--- src/rtl/sha2_pkg.sv ---
// Shared SHA-2 sigma definitions: mode encoding and rotate/shift amount tables
// for the 32-bit (SHA-256) and 64-bit (SHA-512) word sizes.
package sha2_pkg;

  typedef enum logic [1:0] {
    MODE_BSIG0 = 2'd0,
    MODE_BSIG1 = 2'd1,
    MODE_SSIG0 = 2'd2,
    MODE_SSIG1 = 2'd3
  } sigma_mode_e;

  localparam int unsigned NUM_MODES = 4;

  // Per mode: {first rotate, second rotate, third rotate-or-shift}
  localparam int unsigned SHA256_AMT [NUM_MODES][3] = '{
    '{2, 13, 22},
    '{6, 11, 25},
    '{7, 18, 3},
    '{17, 19, 10}
  };

  localparam int unsigned SHA512_AMT [NUM_MODES][3] = '{
    '{28, 34, 39},
    '{14, 18, 41},
    '{1, 8, 7},
    '{19, 61, 6}
  };

  function automatic int unsigned sigma_amt(input int unsigned width,
                                            input logic [1:0] mode,
                                            input logic [1:0] term);
    if (width == 64) sigma_amt = SHA512_AMT[mode][term];
    else             sigma_amt = SHA256_AMT[mode][term];
  endfunction

  // The small sigmas use a logical shift for their third term.
  function automatic logic is_shift_term(input logic [1:0] mode);
    is_shift_term = (mode == MODE_SSIG0) || (mode == MODE_SSIG1);
  endfunction

endpackage

--- src/rtl/sha2_sigma_mix.sv ---
// Combinational SHA-2 sigma function: computes all four variants with
// constant rotates/shifts and selects one by mode.
module sha2_sigma_mix
  import sha2_pkg::*;
#(
  parameter int WIDTH = 32
) (
  input  sigma_mode_e      mode_i,
  input  logic [WIDTH-1:0] word_i,
  output logic [WIDTH-1:0] result_o
);

  logic [WIDTH-1:0] fn_res [NUM_MODES];

  for (genvar gi = 0; gi < NUM_MODES; gi++) begin : g_fn
    localparam logic [1:0] MODE = 2'(gi);
    localparam int unsigned R0 = sigma_amt(WIDTH, MODE, 2'd0);
    localparam int unsigned R1 = sigma_amt(WIDTH, MODE, 2'd1);
    localparam int unsigned R2 = sigma_amt(WIDTH, MODE, 2'd2);

    logic [WIDTH-1:0] t0, t1, t2;
    assign t0 = (word_i >> R0) | (word_i << (WIDTH - R0));
    assign t1 = (word_i >> R1) | (word_i << (WIDTH - R1));

    if (is_shift_term(MODE)) begin : g_shr
      assign t2 = word_i >> R2;
    end else begin : g_rot
      assign t2 = (word_i >> R2) | (word_i << (WIDTH - R2));
    end

    assign fn_res[gi] = t0 ^ t1 ^ t2;
  end

  assign result_o = fn_res[2'(mode_i)];

endmodule

--- src/rtl/sha2_sigma_pipe.sv ---
// Two-stage valid/ready pipeline around the SHA-2 sigma function: stage 1
// captures the operand, stage 2 captures the result; tag travels alongside.
module sha2_sigma_pipe
  import sha2_pkg::*;
#(
  parameter int WIDTH = 32,
  parameter int TAG_W = 4
) (
  input  logic             clk,
  input  logic             rst_n,
  input  logic             flush,
  input  logic             in_valid,
  output logic             in_ready,
  input  logic [1:0]       in_mode,
  input  logic [WIDTH-1:0] in_data,
  input  logic [TAG_W-1:0] in_tag,
  output logic             out_valid,
  input  logic             out_ready,
  output logic [WIDTH-1:0] out_data,
  output logic [TAG_W-1:0] out_tag,
  output logic             busy
);

  if (WIDTH != 32 && WIDTH != 64) begin : g_bad_width
    $error("sha2_sigma_pipe: WIDTH must be 32 or 64");
  end

  logic             s1_valid_q, s1_valid_d;
  logic [WIDTH-1:0] s1_data_q, s1_data_d;
  sigma_mode_e      s1_mode_q, s1_mode_d;
  logic [TAG_W-1:0] s1_tag_q, s1_tag_d;
  logic             s2_valid_q, s2_valid_d;
  logic [WIDTH-1:0] s2_data_q, s2_data_d;
  logic [TAG_W-1:0] s2_tag_q, s2_tag_d;

  logic             advance;
  logic             accept;
  logic [WIDTH-1:0] mix_res;

  // Whole pipe moves as one; a stalled output freezes both stages.
  assign advance  = !s2_valid_q || out_ready;
  assign in_ready = advance && !flush;
  assign accept   = in_valid && in_ready;

  sha2_sigma_mix #(.WIDTH(WIDTH)) u_mix (
    .mode_i   (s1_mode_q),
    .word_i   (s1_data_q),
    .result_o (mix_res)
  );

  always_comb begin
    s1_valid_d = s1_valid_q;
    s1_data_d  = s1_data_q;
    s1_mode_d  = s1_mode_q;
    s1_tag_d   = s1_tag_q;
    s2_valid_d = s2_valid_q;
    s2_data_d  = s2_data_q;
    s2_tag_d   = s2_tag_q;
    if (flush) begin
      s1_valid_d = 1'b0;
      s2_valid_d = 1'b0;
    end else if (advance) begin
      s1_valid_d = accept;
      if (accept) begin
        s1_data_d = in_data;
        s1_mode_d = sigma_mode_e'(in_mode);
        s1_tag_d  = in_tag;
      end
      s2_valid_d = s1_valid_q;
      if (s1_valid_q) begin
        s2_data_d = mix_res;
        s2_tag_d  = s1_tag_q;
      end
    end
  end

  always_ff @(posedge clk or negedge rst_n) begin
    if (!rst_n) begin
      s1_valid_q <= 1'b0;
      s1_data_q  <= '0;
      s1_mode_q  <= MODE_BSIG0;
      s1_tag_q   <= '0;
      s2_valid_q <= 1'b0;
      s2_data_q  <= '0;
      s2_tag_q   <= '0;
    end else begin
      s1_valid_q <= s1_valid_d;
      s1_data_q  <= s1_data_d;
      s1_mode_q  <= s1_mode_d;
      s1_tag_q   <= s1_tag_d;
      s2_valid_q <= s2_valid_d;
      s2_data_q  <= s2_data_d;
      s2_tag_q   <= s2_tag_d;
    end
  end

  assign out_valid = s2_valid_q;
  assign out_data  = s2_data_q;
  assign out_tag   = s2_tag_q;
  assign busy      = s1_valid_q || s2_valid_q;

endmodule

--- config.mk ---
export PLATFORM = sky130hd
export DESIGN_NAME = sha2_sigma_pipe
export DESIGN_NICKNAME = d
export VERILOG_FILES = /design/src/rtl/sha2_pkg.sv /design/src/rtl/sha2_sigma_mix.sv /design/src/rtl/sha2_sigma_pipe.sv
export SDC_FILE = /design/constraint.sdc
export NUM_CORES = 1
export LEC_CHECK = 0
export ABC_CLOCK_PERIOD_IN_PS = 4150
export CAP_MARGIN = 0
export CORE_UTILIZATION = 30
export DETAILED_ROUTE_END_ITERATION = 7
export PLACE_DENSITY = 0.59
export RECOVER_POWER = 50
export SYNTH_ARGS = -nofsm -noshare
export SYNTH_HDL_FRONTEND = slang
export SYNTH_SLANG_ARGS = --single-unit
--- constraint.sdc ---
create_clock -name clk -period 4.15 [get_ports clk]
set_clock_uncertainty 0.1 [all_clocks]
set_input_delay 1.245 -clock clk [delete_from_list [all_inputs] [get_ports clk]]
set_output_delay 1.245 -clock clk [all_outputs]
set_load 0.02 [all_outputs]
== Word level (Yosys, flattened, before mapping) ==
Index checks and enable logic that the tools add are counted.
Storage, ports and cells
  output and inout port bits: 39
  flip-flop bits (word level): 76
  input port bits: 43
  logic and storage cells: 44
Cells by class
  order comparisons: 1
  reductions and logical operators: 9
  bitwise gates (word level): 20
  multiplexer cells: 7
Operators with widths (number)
  32-bit bitwise XOR: 6
  32-bit binary-select mux with 2-bit select: 1
  32-bit two-way mux: 2
  10-bit by 32-bit bitwise OR with 32-bit output: 1
  13-bit by 32-bit bitwise OR with 32-bit output: 1
  14-bit by 32-bit bitwise OR with 32-bit output: 1
  15-bit by 32-bit bitwise OR with 32-bit output: 1
  19-bit by 32-bit bitwise OR with 32-bit output: 1
  21-bit by 32-bit bitwise OR with 32-bit output: 1
  25-bit by 32-bit bitwise OR with 32-bit output: 1
  26-bit by 32-bit bitwise OR with 32-bit output: 1
  30-bit by 32-bit bitwise OR with 32-bit output: 1
  7-bit by 32-bit bitwise OR with 32-bit output: 1
  32-bit by 22-bit bitwise XOR with 32-bit output: 1
  32-bit by 29-bit bitwise XOR with 32-bit output: 1
  3-bit AND reduction: 2
  1-bit two-way mux: 4
  3-bit greater-or-equal comparator, second input constant: 1
  2-bit NOT with 3-bit output: 1
  1-bit logical AND: 2
  1-bit zero test: 2
  1-bit logical OR: 2
  2-bit nonzero test: 1
  1-bit NOT: 1

== Logic depth before layout (Yosys ltp) ==
Gate-level depths: netlist (run 1).
  word-level depth: 6
  depth in mapped cells: 6
  depth with buffers taken out: 4

== Hierarchy ==
A second synthesis (run 1) with hierarchy kept.
Second synthesis, totals
  cell total of the unflattened synthesis: 512
  area total of the unflattened synthesis: 6732.7 sq um
By module, submodules not included
  sha2_sigma_mix: instances 1, sequential area each 0.0 sq um, area each 3636.0 sq um, cells each 345
  sha2_sigma_pipe: instances 1, sequential area each 1901.8 sq um, area each 3096.7 sq um, cells each 167

== Least setup slack after synthesis (run 1) ==
No wires, ideal clock.
  path kind: input port to output port
  from: in out_ready
  to: out in_ready
  buffers on the path: 0
  arrival time: 1.564 ns
  setup slack: 1.241 ns
  data required time: 2.805 ns
  cell stages on the path: 2
  path through: nor2b_1 -> nor2_1
On the way
  longest elaborated chain between the ends: 2
RTL lines
  start, declared: RTL line sha2_sigma_pipe.sv:18  | input logic out_ready,
  1-bit logical OR: RTL line sha2_sigma_pipe.sv:41  | assign advance = !s2_valid_q || out_ready;
  1-bit logical AND: RTL line sha2_sigma_pipe.sv:42  | assign in_ready = advance && !flush;
  end, declared: RTL line sha2_sigma_pipe.sv:13  | output logic in_ready,
No other way between the ends.

== Worst setup path in the final report (run 1) ==
Same ends and word-level chain as after synthesis.

==> results.md, run 1 <==
* Status: finished with violations
* Violated checks: design-rule violations, max-capacitance violations, max-slew violations
* Fin nets at 613
* Clock buffer depth at 2
* Post CTS Setup Buffer Count at 0
* CP max stage cell: clkdlybuf4s50_1
* Pins Over Slew Limit at 77
* Share of power burned in registers at 35.1%
* Syn. warnings at 0
* CTS resizes at 0
* Fill cells at 1775
* Initial antenna violation count at 0
* Maxcap violations at 1
* CTS tree: done
* Die Ht at 139 µm
* Internal Power at 2410 µW
* Placed cell count at 788
* Clock Pin Slew Worst Setup and Hold Paths at 0.05 ns
* Final-report setup violation count at 0
* Post-Route WL at 16000 µm
* R2R setup slack at 1.44 ns
* Non-filler instance count after layout at 803
* Net Switching at 1570 µW
* Synth-to-Final Area Change at 18.8%
* Worst skew pair latency at 0.34 ns
* Seq/Total Area, Yosys at 33.8%
* CP peak stage delay at 0.62 ns
* Setup crit end kind: output port
* Buffers on Ports at 81
* Grt peak-use layer: met2
* Pwr dens at 593 mW/mm²
* Wirelength per Cell at 19.9 µm
* Crit-path cells: dlygate4sd3_1 > nor2b_1 > nor2_1 > clkdlybuf4s50_1
* Combinational share of power at 47.7%
* Post-synth EDFFs at 0
* Largest net degree at the start of global routing at 77
* Fin area at 0.00670 mm²
* Maximum VDD drop at 211 µV
* Die area at 0.0193 mm²
* Vias at 4105
* TNS Setup at 0 ns
* Async S/R FF share, synth at 100%
* CTS H-Tree Depth at 3
* Die Wd at 139 µm
* First-pass GRT wire length at 25300 µm
* Initial Util at 30.9%
* Core Util, Final at 36.8%
* Commonest non-fill, non-tap cell in the layout: xnor2_1
* Switching share of power at 39.4%
* Routability Congestion at 0.848
* Count of different cell masters after synthesis at 34
* Initial DRC count at 287
* Crit Path Max Fanout at 2
* Detailed-placement wirelength estimate at 10700 µm
* Grt met1 use at 21.8%
* Total CTS buffers at 9
* Hold Slack at 0.367 ns
* Worst slew margin at -28.4%
* ANT nets after route at 0
* Vias in the first global route at 4353
* Met2 Usage GRT at 27.7%
* Antenna cells at 0
* Remaining DRCs at 4
* Syn Area/Cell at 10.7 µm²
* Final hold vios at 0
* Worst-margin pin slew at 1.93 ns
* CTS Root Buffer Type: clkbuf_16
* Worst EP arrival at 2.56 ns
* Avg Vias per Cell at 5.11
* RSZ-0062 raised after global routing: false
* Critical Path Start Type: primary input
* Placed inst area at 0.00645 mm²
* Core Region at 0.0182 mm²
* Layout cell share with drive strength beyond 1 at 14.5%
* GRT overflow at 0
* #FFs+latches synth at 76
* Clock period minus worst slack at 3.90 ns
* Hold Path Class: reg2reg
* Initial DRT Pass Iterations at 6
* Post-synth net total at 571
* Std-Cell Rows at 49
* Synth Flop Type: dfrtp_1
* GRT Total Usage at 17.2%
* Cells after Synth at 528
* Met3 GRT Util at 4.04%
* Kind of critical path: in2out
* Post-Syn Area at 0.00563 mm²
* Leakage at 0.00238 µW
* # hold bufs at CTS at 0
* Clock power frac at 17.2%
* FMAX at 0.256 GHz
* Clock Sinks at 76
* Commonest non-fill, non-tap cells in the layout: xnor2_1, dfrtp_1, clkdlybuf4s50_1
* Top-Level Pins at 82
* Period Utilization, post-route at 94.0%
* Worst Path Required at 2.80 ns
[area by class of cell]
cell class / count / area (µm²) / share of cell area, %
inverter: 1 / 3.75 / 0.0561
multi-input combinational: 396 / 3400 / 50.7
timing repair buffer: 86 / 856 / 12.8
sequential: 76 / 1900 / 28.4
clock buffer: 12 / 236 / 3.53
tap: 229 / 287 / 4.28
clock inverter: 3 / 15.0 / 0.224
[final timing paths]
| kind | from | endpoint | cells past startpoint |
|---|---|---|---|
| worst min-delay path | s1_tag_q[0] | out_tag[0] | 2 |
| min in group asynchronous | rst_n | out_data[9] | 1 |
| max in group asynchronous | rst_n | s1_data_q[22] | 1 |
| worst max-delay path | out_ready | in_ready | 4 |
| worst max register to register | s1_mode_q[1] | out_data[28] | 3 |
| worst min register to register | s1_tag_q[0] | out_tag[0] | 2 |
[through the flow]
stage | worst slack [ns] | power, µW
floorplan | 1.24 | 2710
global placement | 0.344 | 3290
detailed placement | 0.326 | 3320
CTS | 0.314 | 4030
global route | 0.224 | 4210
finish | 0.248 | 3970
[routing by layer]
layer  share of wire [%]  routed length (µm)  vias to the layer above
met3                 8.1                1300                       45
met4                 3.5                 557                        0
met5                   0                   0                        -
met1                  42                6700                     2002
li1                    -                   -                     1864
met2                  46                7430                      194
[worst max-delay path: cells and delay by family]
family                 cells  cell delay (ns)
buffers and inverters      2             1.16
AND/OR/NAND/NOR            2             0.16
[synthesized netlist by cell type (3+ instances only)]
| master | n | area (µm²) |
|---|---|---|
| a22oi_1 | 39 | 293 |
| nor2b_1 | 3 | 18.8 |
| mux4_2 | 8 | 180 |
| a31oi_1 | 17 | 106 |
| a21oi_1 | 5 | 25.0 |
| buf_4 | 10 | 75.1 |
| buf_6 | 9 | 101 |
| nor2_1 | 29 | 109 |
| clkbuf_1 | 13 | 48.8 |
| xnor2_2 | 7 | 114 |
| mux2_2 | 40 | 450 |
| xor2_2 | 3 | 48.8 |
| mux2_4 | 3 | 45.0 |
| buf_2 | 22 | 110 |
| xor2_1 | 15 | 131 |
| nand2_1 | 20 | 75.1 |
| dfrtp_1 | 76 | 1900 |
| xnor2_1 | 183 | 1600 |
| a221oi_1 | 5 | 43.8 |
| o21ai_1 | 5 | 25.0 |
[power by group through the flow]
| stage | Sequential (µW) | Combinational (µW) | Clock [µW] |
|---|---|---|---|
| after global routing | 1420 | 2040 | 739 |
| after global placement | 1400 | 1890 | 0 |
| final | 1390 | 1900 | 683 |
| after floorplan | 1240 | 1470 | 0 |
| after detailed placement | 1410 | 1920 | 0 |
| after CTS | 1390 | 1920 | 709 |
[state kept, by name, summed over array words and instances (netlist names)]
signal and cells:
out_data 32, s1_data_q 32, out_tag 4, s1_tag_q 4, s1_mode_q 2, out_valid 1, s1_valid_q 1
[cells by family after synthesis]
| group | after synthesis | synth area share [%] |
|---|---|---|
| muxes | 52 | 12.2 |
| and+or+nand+nor | 59 | 4.35 |
| DFF | 76 | 33.8 |
| xor gates and xnor gates | 209 | 34.1 |
| buffers and inverters | 56 | 6.08 |
| AOI/OAI and AO/OA | 76 | 9.57 |
No activity file was read; power rests on OpenSTA's default activity.
==> run 2, diff against run 1 <==
- CAP_MARGIN: 0 -> 10
- PLACE_DENSITY: 0.59 -> 0.58
- SYNTH_HIERARCHICAL: not set -> 1
- TNS_END_PERCENT: not set -> 20
==> results.md, run 2 <==
* Initial Util at 30.8% (was 30.9%)
* Cells after Synth at 512 (was 528)
* Clock period minus worst slack at 3.87 ns (was 3.90 ns)
* Async S/R FF share, synth at 100% (unchanged)
* Seq/Total Area, Yosys at 28.2% (was 33.8%)
* Internal Power at 2830 µW (was 2410 µW)
* Count of different cell masters after synthesis at 45 (was 34)
* Final-report setup violation count at 0 (unchanged)
* Leakage at 0.00339 µW (was 0.00238 µW)
* Largest net degree at the start of global routing at 77 (unchanged)
* Clock power frac at 16.3% (was 17.2%)
* Post-synth EDFFs at 0 (unchanged)
* Setup crit end kind: output port (unchanged)
* Layout cell share with drive strength beyond 1 at 23.5% (was 14.5%)
* Combinational share of power at 51.7% (was 47.7%)
* FMAX at 0.258 GHz (was 0.256 GHz)
* Pins Over Slew Limit at 77 (unchanged)
* Switching share of power at 36.9% (was 39.4%)
* Post-synth net total at 555 (was 571)
* Vias in the first global route at 4494 (was 4353)
* Placed cell count at 822 (was 788)
* Worst slew margin at -26.4% (was -28.4%)
* Yosys top cell area share at 28.2% (was 33.8%)
* Dpl ws at 0.277 ns (was 0.326 ns)
* Synth cell count leaders: dfrtp_1, mux2_4, xnor2_1, mux2_2, xor3_1 (was xnor2_1, dfrtp_1, mux2_2, a22oi_1, nor2_1)
* Reg-to-Reg Start: s1_mode_q[0] (was s1_mode_q[1])
* Fin nets at 596 (was 613)
* Die Wd at 152 µm (was 139 µm)
* Crit Path Max Fanout at 5 (was 2)
* Hold wc startpoint: out_tag[2] (was s1_tag_q[0])
* Wirelength per Cell at 21.8 µm (was 19.9 µm)
* #FFs+latches synth at 76 (unchanged)
* Net Switching at 1650 µW (was 1570 µW)
* Worst-margin pin slew at 1.90 ns (was 1.93 ns)
* First-pass GRT wire length at 28500 µm (was 25300 µm)
* Total CTS buffers at 9 (unchanged)
* Worst Path Required at 2.80 ns (about the same)
* GRT overflow at 0 (unchanged)
* CTS H-Tree Depth at 3 (unchanged)
* Top-Level Pins at 82 (unchanged)
* # hold bufs at CTS at 0 (unchanged)
* Syn Area/Cell at 13.1 µm² (was 10.7 µm²)
* Initial antenna violation count at 0 (unchanged)
* Remaining DRCs at 0 (was 4)
* Critical Path Start Type: primary input (unchanged)
* Buffers on Ports at 81 (unchanged)
* Die Ht at 152 µm (was 139 µm)
* Violated checks: max-capacitance violations, max-slew violations (was design-rule violations, max-capacitance violations, max-slew violations)
* Core Util, Final at 35.4% (was 36.8%)
* Avg Vias per Cell at 5.18 (was 5.11)
* Core Region at 0.0219 mm² (was 0.0182 mm²)
* Status: finished with violations (unchanged)
* RSZ-0062 raised after global routing: false (unchanged)
* Vias at 4344 (was 4105)
* Kind of critical path: in2out (unchanged)
* Commonest non-fill, non-tap cell in the layout: dfrtp_1 (was xnor2_1)
* Area contributors post-synth: dfrtp_1, mux2_4, xor3_1 (was dfrtp_1, xnor2_1, mux2_2)
* Maxcap violations at 1 (unchanged)
* Initial DRC count at 339 (was 287)
* Count leader, synth: dfrtp_1 (was xnor2_1)
* GRT Total Usage at 16.2% (was 17.2%)
* Maximum VDD drop at 249 µV (was 211 µV)
* Antenna cells at 0 (unchanged)
* Clock buffer depth at 2 (unchanged)
* Worst skew pair latency at 0.35 ns (was 0.34 ns)
* CTS resizes at 0 (unchanged)
* Post-Route WL at 18200 µm (was 16000 µm)
* Period Utilization, post-route at 93.3% (was 94.0%)
* Routability Congestion at 0.839 (was 0.848)
* Final hold vios at 0 (unchanged)
* Synth-to-Final Area Change at 15.2% (was 18.8%)
* Pwr dens at 578 mW/mm² (was 593 mW/mm²)
* Die area at 0.0230 mm² (was 0.0193 mm²)
* TNS Setup at 0 ns (unchanged)
* Synth Flop Type: dfrtp_1 (unchanged)
* Initial DRT Pass Iterations at 5 (was 6)
* Post-Syn Area at 0.00673 mm² (was 0.00563 mm²)
* Final worst setup slack at 0.276 ns (was 0.248 ns)
* CTS Root Buffer Type: clkbuf_16 (unchanged)
* Clock Sinks at 76 (unchanged)
* Detailed-placement wirelength estimate at 11900 µm (was 10700 µm)
* Commonest non-fill, non-tap cells in the layout: dfrtp_1, clkdlybuf4s50_1, mux2_4, xnor2_1 (was xnor2_1, dfrtp_1, clkdlybuf4s50_1)
* Synth area leader: dfrtp_1 (unchanged)
* Non-filler instance count after layout at 838 (was 803)
* Share of power burned in registers at 31.9% (was 35.1%)
* ANT nets after route at 0 (unchanged)
* Syn. warnings at 6 (was 0)
* Clock Pin Slew Worst Setup and Hold Paths at 0.06 ns (was 0.05 ns)
* Std-Cell Rows at 54 (was 49)
* Worst EP arrival at 2.53 ns (was 2.56 ns)
* Critical Path Source: out_ready (unchanged)
* Post CTS Setup Buffer Count at 0 (unchanged)
* CTS tree: done (unchanged)
* Hold Path Class: reg2reg (unchanged)
[run 2: critical path: stages]
cell             delay (ns)
clkdlybuf4s50_1        0.44
nor2b_4                0.24
nor2_1                 0.07
clkdlybuf4s50_1        0.54
[run 2: power by group through the flow]
| stage | clock [µW] | sequential [µW] | combinational, µW |
|---|---|---|---|
| finish | 732 | 1430 | 2320 |
| global route | 790 | 1470 | 2460 |
| CTS | 757 | 1430 | 2360 |
| detailed placement | 0 | 1440 | 2350 |
| global placement | 0 | 1430 | 2330 |
| floorplan | 0 | 1330 | 1750 |
[run 2: cell type report]
type	count	area (µm²)
multi-input combinational	377	4360
timing repair buffer	88	858
clock inverter	6	38.8
tap	280	350
fill	2179	14100
inverter	1	3.75
clock buffer	10	239
sequential	76	1900
[run 2: path summary, 6_finish.rpt]
path,slack (ns),to,cells after the start
max reg2reg,1.55,out_data[12],5
min reg2reg,0.40,out_tag[2],1
min in group asynchronous,1.33,s1_data_q[7],1
max,0.28,in_ready,4
min,0.40,out_tag[2],1
max in group asynchronous,1.50,out_data[7],1
[run 2: per-stage QoR]
step	hold WS, ns	power [µW]	instance area [µm²]
after floorplan	0.375	3080	6730
after global placement	0.384	3760	7480
after detailed placement	0.397	3790	7480
after CTS	0.416	4550	7760
after global routing	0.421	4730	7750
final	0.404	4480	7750
[run 2: cell families (layout without fill, tap and decap cells)]
logic type,Yosys count,in the layout,share of synthesized area [%]
AOI/OAI and AO/OA,57,57,6.58
xor gates and xnor gates,134,134,29.7
buffers and inverters,59,105,7.14
DFF,76,76,28.2
muxes,113,113,21.2
and+or+nand+nor,73,73,7.17
[run 2: metal layers]
metal,GRT usage [%],part of all wire (%),routed length (µm),up-vias
li1,-,-,-,1913
met1,22.1,45,8290,2233
met2,25.8,46,8470,174
met3,3.31,6.2,1130,24
met4,5.14,1.9,351,0
met5,0,0,0,-
==> RTL edit (settings of run 2) <==
Register the input `in_mode` before use, without a reset. The logic sees it one clock later. The other inputs are not delayed to match.
--- a/src/rtl/sha2_sigma_pipe.sv
+++ b/src/rtl/sha2_sigma_pipe.sv
@@ -20,6 +20,12 @@
   output logic [TAG_W-1:0] out_tag,
   output logic             busy
 );
+
+  logic [1:0] in_mode_q;
+
+  always_ff @(posedge clk) begin
+    in_mode_q <= in_mode;
+  end
 
   if (WIDTH != 32 && WIDTH != 64) begin : g_bad_width
     $error("sha2_sigma_pipe: WIDTH must be 32 or 64");
@@ -63,7 +69,7 @@
       s1_valid_d = accept;
       if (accept) begin
         s1_data_d = in_data;
-        s1_mode_d = sigma_mode_e'(in_mode);
+        s1_mode_d = sigma_mode_e'(in_mode_q);
         s1_tag_d  = in_tag;
       end
       s2_valid_d = s1_valid_q;
Function: changed (a bounded check fails within 4 cycles, from zero or initial values and one cycle with rst_n low).
==> RTL edit against run 2 <==
The flow finishes with violations (DRC, capacitance limit, slew limit). Core utilization increased by 0.17 points. Area after synthesis increased by 0.89%. Setup slack got worse by 0.0087 ns. Sequential cell count increased by 2. First-iteration DRC count increased by 4.1%. Cell count increased by 0.24%. Final area increased by 1.1%. Routed wire length increased by 1.8%. Total power increased by 4.8%. Count of clock-buffer cells in the layout increased by 1. Critical path type unchanged. Critical endpoint unchanged. Largest cell class unchanged. Highest routed layer unchanged.
==> RTL edit: results (changes against run 2) <==
Flow run
  – Max Cap Viol: 2 (+1)

Synth
  – Yosys warns: 6 (unchanged)
  – Synthesized Nets: 559 (+0.72%)
  – Top post-synthesis cells by area: dfrtp_1 28%, mux2_4 11%, xor3_1 11%, xnor2_1 6.7%, mux2_2 5.5%
  – Post-synthesis sequential area ratio: 0.286 (+0.00340)
  – Commonest cells post-synth: 76 x dfrtp_1, 52 x xnor2_1, 51 x mux2_4
  – Asr flop ratio synth: 0.974 (-0.0256)
  – Main synth FF type: dfrtp_1
  – Library cells used by synthesis: 47 (+4.4%)

Clock network
  – Max Buffers Root-to-Sink: 2 (unchanged)
  – Post-CTS Setup Bufs: 0 (unchanged)
  – Clock Latency Late Sink: 0.35 ns (about the same)
  – CTS clk-pin slew, worst paths: 0.06 ns (about the same)
  – Post-cts gate resize count: 0 (unchanged)
  – H-tree Lvls: 3 (unchanged)

Drt
  – M1 WL: 7930 um (-4.3%)
  – DRT iter0 DRCs: 353 (+4.1%)
  – DRC: 6 (+6)
  – Metal2 WL: 8890 um (+4.9%)
  – Routed wl met3: 1330 um (+18%)
  – Routed vias: 4319 (-0.58%)
  – Routed WL: 18600 um (+1.8%)
  – Top Layer Used: met4
  – Total iterations of the first detailed-routing run: 8 (+3)

Global routing
  – Pin count of the biggest net entering global routing: 77 (unchanged)
  – Initial antenna violation count: 0 (unchanged)
  – GRT Overall Usage: 0.165 (+0.00304)
  – First-pass GRT wire length: 29000 um (+1.8%)
  – Number of global-route vias before repair: 4636 (+3.2%)

Timing
  – Max_slew headroom: -0.285 (-0.0201)
  – Slew Viols, Final: 137 (+78%)

Power
  – Peak supply drop: 0.000335 V (+34%)
  – Leakage: 3.40 nW (+0.38%)
  – Internal power: 0.00303 W (+7.0%)

Layout
  – Share of cells above drive strength 1: 0.221 (-0.0133)
  – Final nets: 598 (+0.34%)

Placed design
  – # port buffers: 81 (unchanged)
  – Placed cell areas: 7500 um^2 (+0.30%)
  – GPL Wtd Cong: 0.862 (+2.8%)
  – HPWL Detailed: 12100 um (+1.4%)

Min path
  – Min-Delay Path Class: reg -> reg

Status
  – Violated checks: DRC, capacitance limit, slew limit
  – Outcome: complete, but fails checks

Floorplan
  – Die Span X: 152 um (+0.44%)

Critical path
  – Crit-path max FO: 5 (unchanged)
  – CP Data Arrival Time: 2.54 ns (about the same)
RTL edit: final cells by class:
class	instances	area, um^2
tap	280	350
clock buffer	11	243
inverter	1	3.75
clock inverter	5	106
sequential	78	1940
timing repair buffer	86	840
multi-input combinational	379	4350
fill	2170	14200
RTL edit: logic make-up after synthesis:
kind of cell	after synthesis	share of synthesized area
DFF	78	0.286
muxes	115	0.213
buffers and inverters	59	0.0744
AOI/OAI and AO/OA	57	0.0645
and+or+nand+nor	73	0.0715
xor gates and xnor gates	134	0.290
RTL edit: through the flow:
step / utilization / cells / setup slack [ns] / hold slack [ns]
final: 0.356 / 840 / 0.268 / 0.370
after global routing: 0.356 / 840 / 0.215 / 0.393
after CTS: 0.356 / 840 / 0.262 / 0.372
after detailed placement: 0.341 / 824 / 0.262 / 0.357
after global placement: 0.341 / 824 / 0.279 / 0.349
after floorplan: - / 516 / 1.24 / 0.339
RTL edit: final timing paths:
| path | startpoint | slack (ns) | to | cells past startpoint |
|---|---|---|---|---|
| worst max-delay path | out_ready | 0.27 | in_ready | 4 |
| worst min-delay path | in_mode_q[1] | 0.37 | s1_mode_q[1] | 1 |
| worst max register to register | s1_mode_q[0] | 0.54 | out_data[0] | 4 |
| worst min register to register | in_mode_q[1] | 0.37 | s1_mode_q[1] | 1 |
| max in group asynchronous | rst_n | 1.40 | s1_mode_q[1] | 1 |
| min in group asynchronous | rst_n | 1.30 | out_tag[0] | 1 |
RTL edit: critical path: stages:
cell	delay, ns
clkdlybuf4s50_1	0.45
nor2b_4	0.24
nor2_1	0.06
clkdlybuf4s50_1	0.54
RTL edit: power by group through the flow:
stage / clock network [W] / logic (W) / registers [W]
CTS: 0.000956 / 0.00235 / 0.00146
detailed placement: 0 / 0.00233 / 0.00147
global route: 0.000989 / 0.00245 / 0.00150
global placement: 0 / 0.00230 / 0.00147
finish: 0.000926 / 0.00231 / 0.00146
floorplan: 0 / 0.00175 / 0.00135
RTL edit: layer usage:
| layer | track usage | up-vias |
|---|---|---|
| met5 | 0 | - |
| met4 | 0.0611 | 0 |
| met3 | 0.0358 | 29 |
| met2 | 0.274 | 200 |
| met1 | 0.212 | 2172 |
| li1 | - | 1918 |
